--- src/rtl/vc_pkg.sv ---
// rtl/vc_pkg.sv - shared constants and VC state encoding for the VC allocator
package vc_pkg;

    localparam int NUM_REQ  = 4;
    localparam int NUM_VC   = 4;
    localparam int VC_IDX_W = 2;
    localparam int CREDITS  = 4;
    localparam int CRED_W   = 3;

    localparam logic [1:0] VC_FREE   = 2'b00;
    localparam logic [1:0] VC_ACTIVE = 2'b01;
    localparam logic [1:0] VC_DRAIN  = 2'b10;

endpackage

--- src/rtl/rr_arbiter.sv ---
// rtl/rr_arbiter.sv - round-robin arbiter with registered priority pointer
module rr_arbiter #(
    parameter int N = 4
) (
    input  logic         clk,
    input  logic         reset,
    input  logic [N-1:0] req,
    input  logic         advance,
    output logic [N-1:0] gnt
);

    localparam int PW = (N > 1) ? $clog2(N) : 1;

    logic [PW-1:0] ptr;
    logic [PW-1:0] win;
    logic [PW-1:0] pidx;
    logic          found;

    // First requester at or above the pointer, wrapping around
    always_comb begin
        gnt   = '0;
        found = 1'b0;
        win   = '0;
        pidx  = '0;
        for (int i = 0; i < N; i++) begin
            pidx = PW'((int'(ptr) + i) % N);
            if (!found && req[pidx]) begin
                found     = 1'b1;
                gnt[pidx] = 1'b1;
                win       = pidx;
            end
        end
    end

    // Pointer moves just past the winner only when a grant is actually issued
    always_ff @(posedge clk or posedge reset) begin
        if (reset) begin
            ptr <= '0;
        end else if (advance && found) begin
            ptr <= (int'(win) == N - 1) ? '0 : win + 1'b1;
        end
    end

endmodule

--- src/rtl/vc_allocator.sv ---
// rtl/vc_allocator.sv - output VC allocator with per-VC lifecycle and credit tracking
module vc_allocator
    import vc_pkg::*;
#(
    parameter int NUM_REQ  = vc_pkg::NUM_REQ,
    parameter int NUM_VC   = vc_pkg::NUM_VC,
    parameter int VC_IDX_W = vc_pkg::VC_IDX_W,
    parameter int CREDITS  = vc_pkg::CREDITS,
    parameter int CRED_W   = vc_pkg::CRED_W
) (
    input  logic                clk,
    input  logic                reset,
    input  logic [NUM_REQ-1:0]  req_valid,
    output logic [NUM_REQ-1:0]  gnt,
    output logic [VC_IDX_W-1:0] gnt_vc,
    input  logic                release_valid,
    input  logic [VC_IDX_W-1:0] release_vc,
    input  logic [NUM_VC-1:0]   flit_sent,
    input  logic [NUM_VC-1:0]   credit_ret,
    output logic [NUM_VC-1:0]   vc_set,
    output logic [NUM_VC-1:0]   vc_clr,
    output logic [NUM_VC-1:0]   vc_busy,
    output logic [NUM_VC-1:0]   vc_credit_ok,
    output logic                err
);

    localparam logic [CRED_W-1:0] CRED_FULL = CRED_W'(CREDITS);

    logic [1:0]          state     [NUM_VC];
    logic [1:0]          state_nxt [NUM_VC];
    logic [CRED_W-1:0]   cnt       [NUM_VC];
    logic [CRED_W-1:0]   cnt_nxt   [NUM_VC];
    logic [NUM_VC-1:0]   eligible;
    logic                have_vc;
    logic [VC_IDX_W-1:0] chosen;
    logic [NUM_REQ-1:0]  arb_req;
    logic [NUM_REQ-1:0]  arb_gnt;
    logic                arb_any;
    logic [NUM_VC-1:0]   set_nxt;
    logic [NUM_VC-1:0]   clr_nxt;
    logic                err_nxt;
    logic                dec_ok;

    // A VC is allocatable only when free and fully credited; pick the lowest one
    always_comb begin
        eligible = '0;
        have_vc  = 1'b0;
        chosen   = '0;
        for (int v = 0; v < NUM_VC; v++) begin
            eligible[v] = (state[v] == VC_FREE) && (cnt[v] == CRED_FULL);
            if (eligible[v] && !have_vc) begin
                have_vc = 1'b1;
                chosen  = VC_IDX_W'(v);
            end
        end
    end

    // Requesters already holding a grant are masked so nobody wins twice in a row
    always_comb begin
        arb_req = have_vc ? (req_valid & ~gnt) : '0;
        arb_any = |arb_gnt;
    end

    rr_arbiter #(
        .N (NUM_REQ)
    ) u_rr_arbiter (
        .clk     (clk),
        .reset   (reset),
        .req     (arb_req),
        .advance (have_vc),
        .gnt     (arb_gnt)
    );

    // Credit update, release/drain transitions and allocation, all from pre-update state
    always_comb begin
        err_nxt = err;
        set_nxt = '0;
        clr_nxt = '0;
        dec_ok  = 1'b0;
        for (int v = 0; v < NUM_VC; v++) begin
            state_nxt[v] = state[v];
            cnt_nxt[v]   = cnt[v];
            dec_ok = flit_sent[v] && (cnt[v] != '0) && (state[v] != VC_FREE);
            if (flit_sent[v] && !dec_ok) begin
                err_nxt = 1'b1;
            end
            if (dec_ok && !credit_ret[v]) begin
                cnt_nxt[v] = cnt[v] - 1'b1;
            end else if (!dec_ok && credit_ret[v]) begin
                if (cnt[v] == CRED_FULL) begin
                    if (!flit_sent[v]) begin
                        err_nxt = 1'b1;
                    end
                end else begin
                    cnt_nxt[v] = cnt[v] + 1'b1;
                end
            end
        end

        if (release_valid) begin
            if (state[release_vc] == VC_ACTIVE) begin
                if (cnt_nxt[release_vc] == CRED_FULL) begin
                    state_nxt[release_vc] = VC_FREE;
                    clr_nxt[release_vc]   = 1'b1;
                end else begin
                    state_nxt[release_vc] = VC_DRAIN;
                end
            end else begin
                err_nxt = 1'b1;
            end
        end

        for (int v = 0; v < NUM_VC; v++) begin
            if (state[v] == VC_DRAIN && cnt_nxt[v] == CRED_FULL) begin
                state_nxt[v] = VC_FREE;
                clr_nxt[v]   = 1'b1;
            end
        end

        if (arb_any) begin
            state_nxt[chosen] = VC_ACTIVE;
            set_nxt[chosen]   = 1'b1;
        end
    end

    // Register VC state, credits, grant and the single-cycle status-flop pulses
    always_ff @(posedge clk or posedge reset) begin
        if (reset) begin
            for (int v = 0; v < NUM_VC; v++) begin
                state[v] <= VC_FREE;
                cnt[v]   <= CRED_FULL;
            end
            gnt    <= '0;
            gnt_vc <= '0;
            vc_set <= '0;
            vc_clr <= '0;
            err    <= 1'b0;
        end else begin
            for (int v = 0; v < NUM_VC; v++) begin
                state[v] <= state_nxt[v];
                cnt[v]   <= cnt_nxt[v];
            end
            gnt    <= arb_gnt;
            gnt_vc <= arb_any ? chosen : '0;
            vc_set <= set_nxt;
            vc_clr <= clr_nxt;
            err    <= err_nxt;
        end
    end

    // Status exported to switch allocation
    always_comb begin
        for (int v = 0; v < NUM_VC; v++) begin
            vc_busy[v]      = (state[v] != VC_FREE);
            vc_credit_ok[v] = (cnt[v] != '0);
        end
    end

endmodule

--- config.mk ---
export PLATFORM = sky130hd
export DESIGN_NAME = vc_allocator
export DESIGN_NICKNAME = d
export VERILOG_FILES = /design/src/rtl/vc_pkg.sv /design/src/rtl/rr_arbiter.sv /design/src/rtl/vc_allocator.sv
export SDC_FILE = /design/constraint.sdc
export NUM_CORES = 1
export LEC_CHECK = 0
export CORE_MARGIN = 2
export CORE_UTILIZATION = 59
export CTS_CLUSTER_DIAMETER = 120
export DETAILED_ROUTE_END_ITERATION = 16
export PLACE_DENSITY_LB_ADDON = 0.3
export SLEW_MARGIN = 10
export SYNTH_ARGS = -nofsm -noshare
export SYNTH_HDL_FRONTEND = slang
export SYNTH_SLANG_ARGS = --single-unit
--- constraint.sdc ---
create_clock -name clk -period 5.6 [get_ports clk]
set_input_delay 0.56 -clock clk [delete_from_list [all_inputs] [get_ports clk]]
set_output_delay 0.56 -clock clk [all_outputs]
set_load 0.05 [all_outputs]
==> key figures <==
Synth
  • Main combinational cell family by area after synthesis: simple AND/OR/NAND/NOR gates
  • Post-synthesis sequential area ratio: 34.95%
  • Synth Area in Simple Gates: 24.75%
  • Post-Synth XOR/XNOR Area: under 10%
  • Netlist cell types: 54
  • Synth Area in Adders: 9.488%
  • Compound-Gate Fraction of Synth Area: 18.60%
  • Post-synth EDFFs: 0
  • Synth top area share: 31.00%
  • Synth top area cells: dfrtp_1, ha_1, inv_1, dfstp_2, nand2_1
  • Synthesis Warnings: 0
  • Post-synthesis register bit count: 37
  • Synth Instances: 295
  • Synth Cell Area: 2664 um^2
  • Cell taking the most area after synthesis: dfrtp_1
  • Synth Flop Type: dfrtp_1
  • Mux share of post-synthesis cell area: under 10%
  • Commonest cells in the netlist: dfrtp_1, inv_1, nand2_1
  • Post-synth ARST share: 100.0%
  • Syn Area/Cell: 9.030 um^2
  • Syn_nets: roughly 330

Critical path
  • Worst setup path start: u_rr_arbiter.ptr[0]$_DFFE_PP0P_
  • Crit path launch type: flip-flop
  • Critical path type: reg2reg
  • Critical Path AT: between 3000 and 4000 ps
  • End of the worst register-to-register path: state[6]$_DFF_PP0_
  • CP endpoint: state[6]$_DFF_PP0_
  • CP required: roughly 5800 ps
  • Worst R2R Setup Slack: around 2200 ps
  • Crit path max fanout: 17
  • R2r startpoint: u_rr_arbiter.ptr[0]$_DFFE_PP0P_
  • Kind of end point of the critical path: flip-flop
  • Reg2reg path depth: 8

Timing
  • Final period utilization: 61.25%
  • Post-layout min period: ~3400 ps
  • Post-route setup TNS: 0 ps
  • Worst Skew: around 2.6 ps
  • Slew margin rel.: between 20% and 30%
  • Pins over their slew limit: 0
  • Tightest Pin Transition: between 1000 and 1500 ps
  • Final setup vio count: 0
  • RSZ-0062 raised after global routing: false
  • Final Hold Vio Count: 0
  • F_max: 291.5 MHz

Detailed routing
  • Post-route ant nets: 0
  • Pre-Repair DR Iteration Count: 4
  • Avg WL per Cell: around 16 um
  • Residual DRC: 0
  • Vias: 2407
  • Detailed-route wire length: roughly 6200 um
  • Vias/cell: around 6.2
  • Initial DRC count: 224

Power and ir drop
  • Peak supply drop: about 0.37 mV
  • Pleak: 0.001410 uW
  • Cell Pwr Density: 618.9 nW/um^2

Clock tree
  • Clk_lat worst skew: about 290 ps
  • Setup Buffers After CTS: 0
  • Clock-pin slew on the worst setup and hold paths: around 70 ps
  • CTS tree: built
  • Clk root buf: clkbuf_8
  • Clock sink total: 37
  • TritonCTS Buffers: 5
  • Cts hold-fix bufs: 0
  • Max H-tree Level: 2
  • Post-cts resize count: 0
  • Clock Path Buffers: 2

Die
  • Initial Util: a little over 60%
  • Core area: ~4400 um^2
  • Die Ht: around 71 um
  • Chip width: between 70 and 80 um
  • Full die area: roughly 5100 um^2
  • I/O pin total: 40
  • # rows: 24

Job
  • Max-Cap Viols: 0

Cells and area
  • Syn-to-layout area delta: 19.73%
  • # fillers: 336
  • Post-layout util: between 70% and 80%
  • Final Net Count: about 370
  • Inserted Diodes: 0
  • Share of layout cells above drive strength 1: ~7.4%

GRT
  • Remaining Overflow, GRT: 0
  • First-pass GRT wire length: about 11000 um
  • All-Layer GR Usage: between 20% and 30%
  • Initial antenna violation count: 0
  • Vias in the first global route: approximately 2300
  • Largest net degree at the start of global routing: 38

Placed design
  • Final RePlAce weighted congestion: between 0.9 and 1
  • HPWL Detailed: approximately 4500 um
  • I/O Buffers: 39

Outcome
  • Status: finished clean

Worst hold path
  • Hold crit path type: reg2reg
==> layer usage <==
layer  wire length [um]  GRT usage, %  part of all wire, %  up-vias
met2               2965         40.53                   48       83
met3                278         5.271                  4.5       13
met5                  0             0                    0        -
met4                 99         8.176                  1.6        0
li1                   -             -                    -     1171
met1               2833         36.73                   46     1140
==> sequential cells by signal, indices dropped and copies added, names as in the netlist <==
name	count
cnt	12
err	1
gnt	4
gnt_vc	2
state	8
u_rr_arbiter.ptr	2
vc_clr	4
vc_set	4
==> cells in the final DEF (no fill, tap or decap), drive strengths merged, types with 3 or more instances in the layout <==
| cell type | instances |
|---|---|
| nor4 | 4 |
| nor2b | 8 |
| a22oi | 3 |
| nand4 | 4 |
| o21ai | 18 |
| nor3b | 3 |
| nand2b | 10 |
| mux4 | 4 |
| nor4bb | 4 |
| xnor2 | 4 |
| clkdlybuf4s50 | 39 |
| maj3 | 4 |
| ha | 17 |
| a311oi | 7 |
| nor2 | 22 |
| or3 | 3 |
| nand3 | 10 |
| a21oi | 11 |
| and4 | 4 |
| a41o | 4 |
| inv | 33 |
| o32ai | 4 |
| mux2i | 3 |
| dfrtp | 33 |
| nand2 | 26 |
| dfstp | 4 |
| nor3 | 8 |
| a41oi | 7 |
| clkbuf | 7 |
| a31oi | 3 |
==> critical path, stage by stage, from the launching register on <==
cell	delay, ps
dfrtp_1	680
inv_1	260
ha_1	450
or4b_4	590
and4_4	240
a311oi_1	350
o32ai_1	190
nor3_4	380
o22ai_1	150
==> metrics by stage <==
step	hold WS [ps]	area (um^2)	std cells	power, uW	worst slack [ps]
5_1_grt	539.9	3189	391	2142	1954
3_5_place_dp	495.4	3108	383	1775	2226
3_3_place_gp	500.3	3108	383	1730	2366
6_report	506.7	3189	391	1974	2170
2_1_floorplan	473.3	2664	295	1473	2407
4_1_cts	507.5	3189	391	1966	2220
==> power breakdown <==
part,total (uW),internal [uW],switching (uW)
combinational,1280,498,783
sequential,508,390,118
clock,184,87.5,96.9
==> layout make-up <==
type	count	area [um^2]	area share, %
sequential	37	930.9	29.19
clock inverter	1	5.005	0.1569
multi-input combinational	220	1583	49.63
clock buffer	7	76.32	2.393
tap	52	65.06	2.040
timing repair buffer	41	405.4	12.71
inverter	33	123.9	3.884
==> cell families (layout without fill, tap and decap cells) <==
| family | Yosys count | in the layout |
|---|---|---|
| multiplexers | 8 | 8 |
| AND/OR/NAND/NOR | 117 | 117 |
| adder cells (fa/ha/maj) | 21 | 21 |
| flip-flops | 37 | 37 |
| XOR/XNOR | 5 | 5 |
| buffers and inverters | 38 | 82 |
| AO/OA/AOI/OAI | 69 | 69 |
==> how the worst min path moves through the flow <==
stage	startpoint	endpoint	slack, ps	depth (start not counted)
2_1_floorplan	cnt[6]$_DFF_PP0_	cnt[6]$_DFF_PP0_	470	1
3_3_place_gp	cnt[6]$_DFF_PP0_	cnt[6]$_DFF_PP0_	500	1
3_5_place_dp	cnt[6]$_DFF_PP0_	cnt[6]$_DFF_PP0_	500	1
4_1_cts	cnt[6]$_DFF_PP0_	cnt[6]$_DFF_PP0_	510	1
5_1_grt	cnt[6]$_DFF_PP0_	cnt[6]$_DFF_PP0_	540	1
6_report	cnt[6]$_DFF_PP0_	cnt[6]$_DFF_PP0_	510	1
Note: power is estimated with default switching activity, not from simulation.
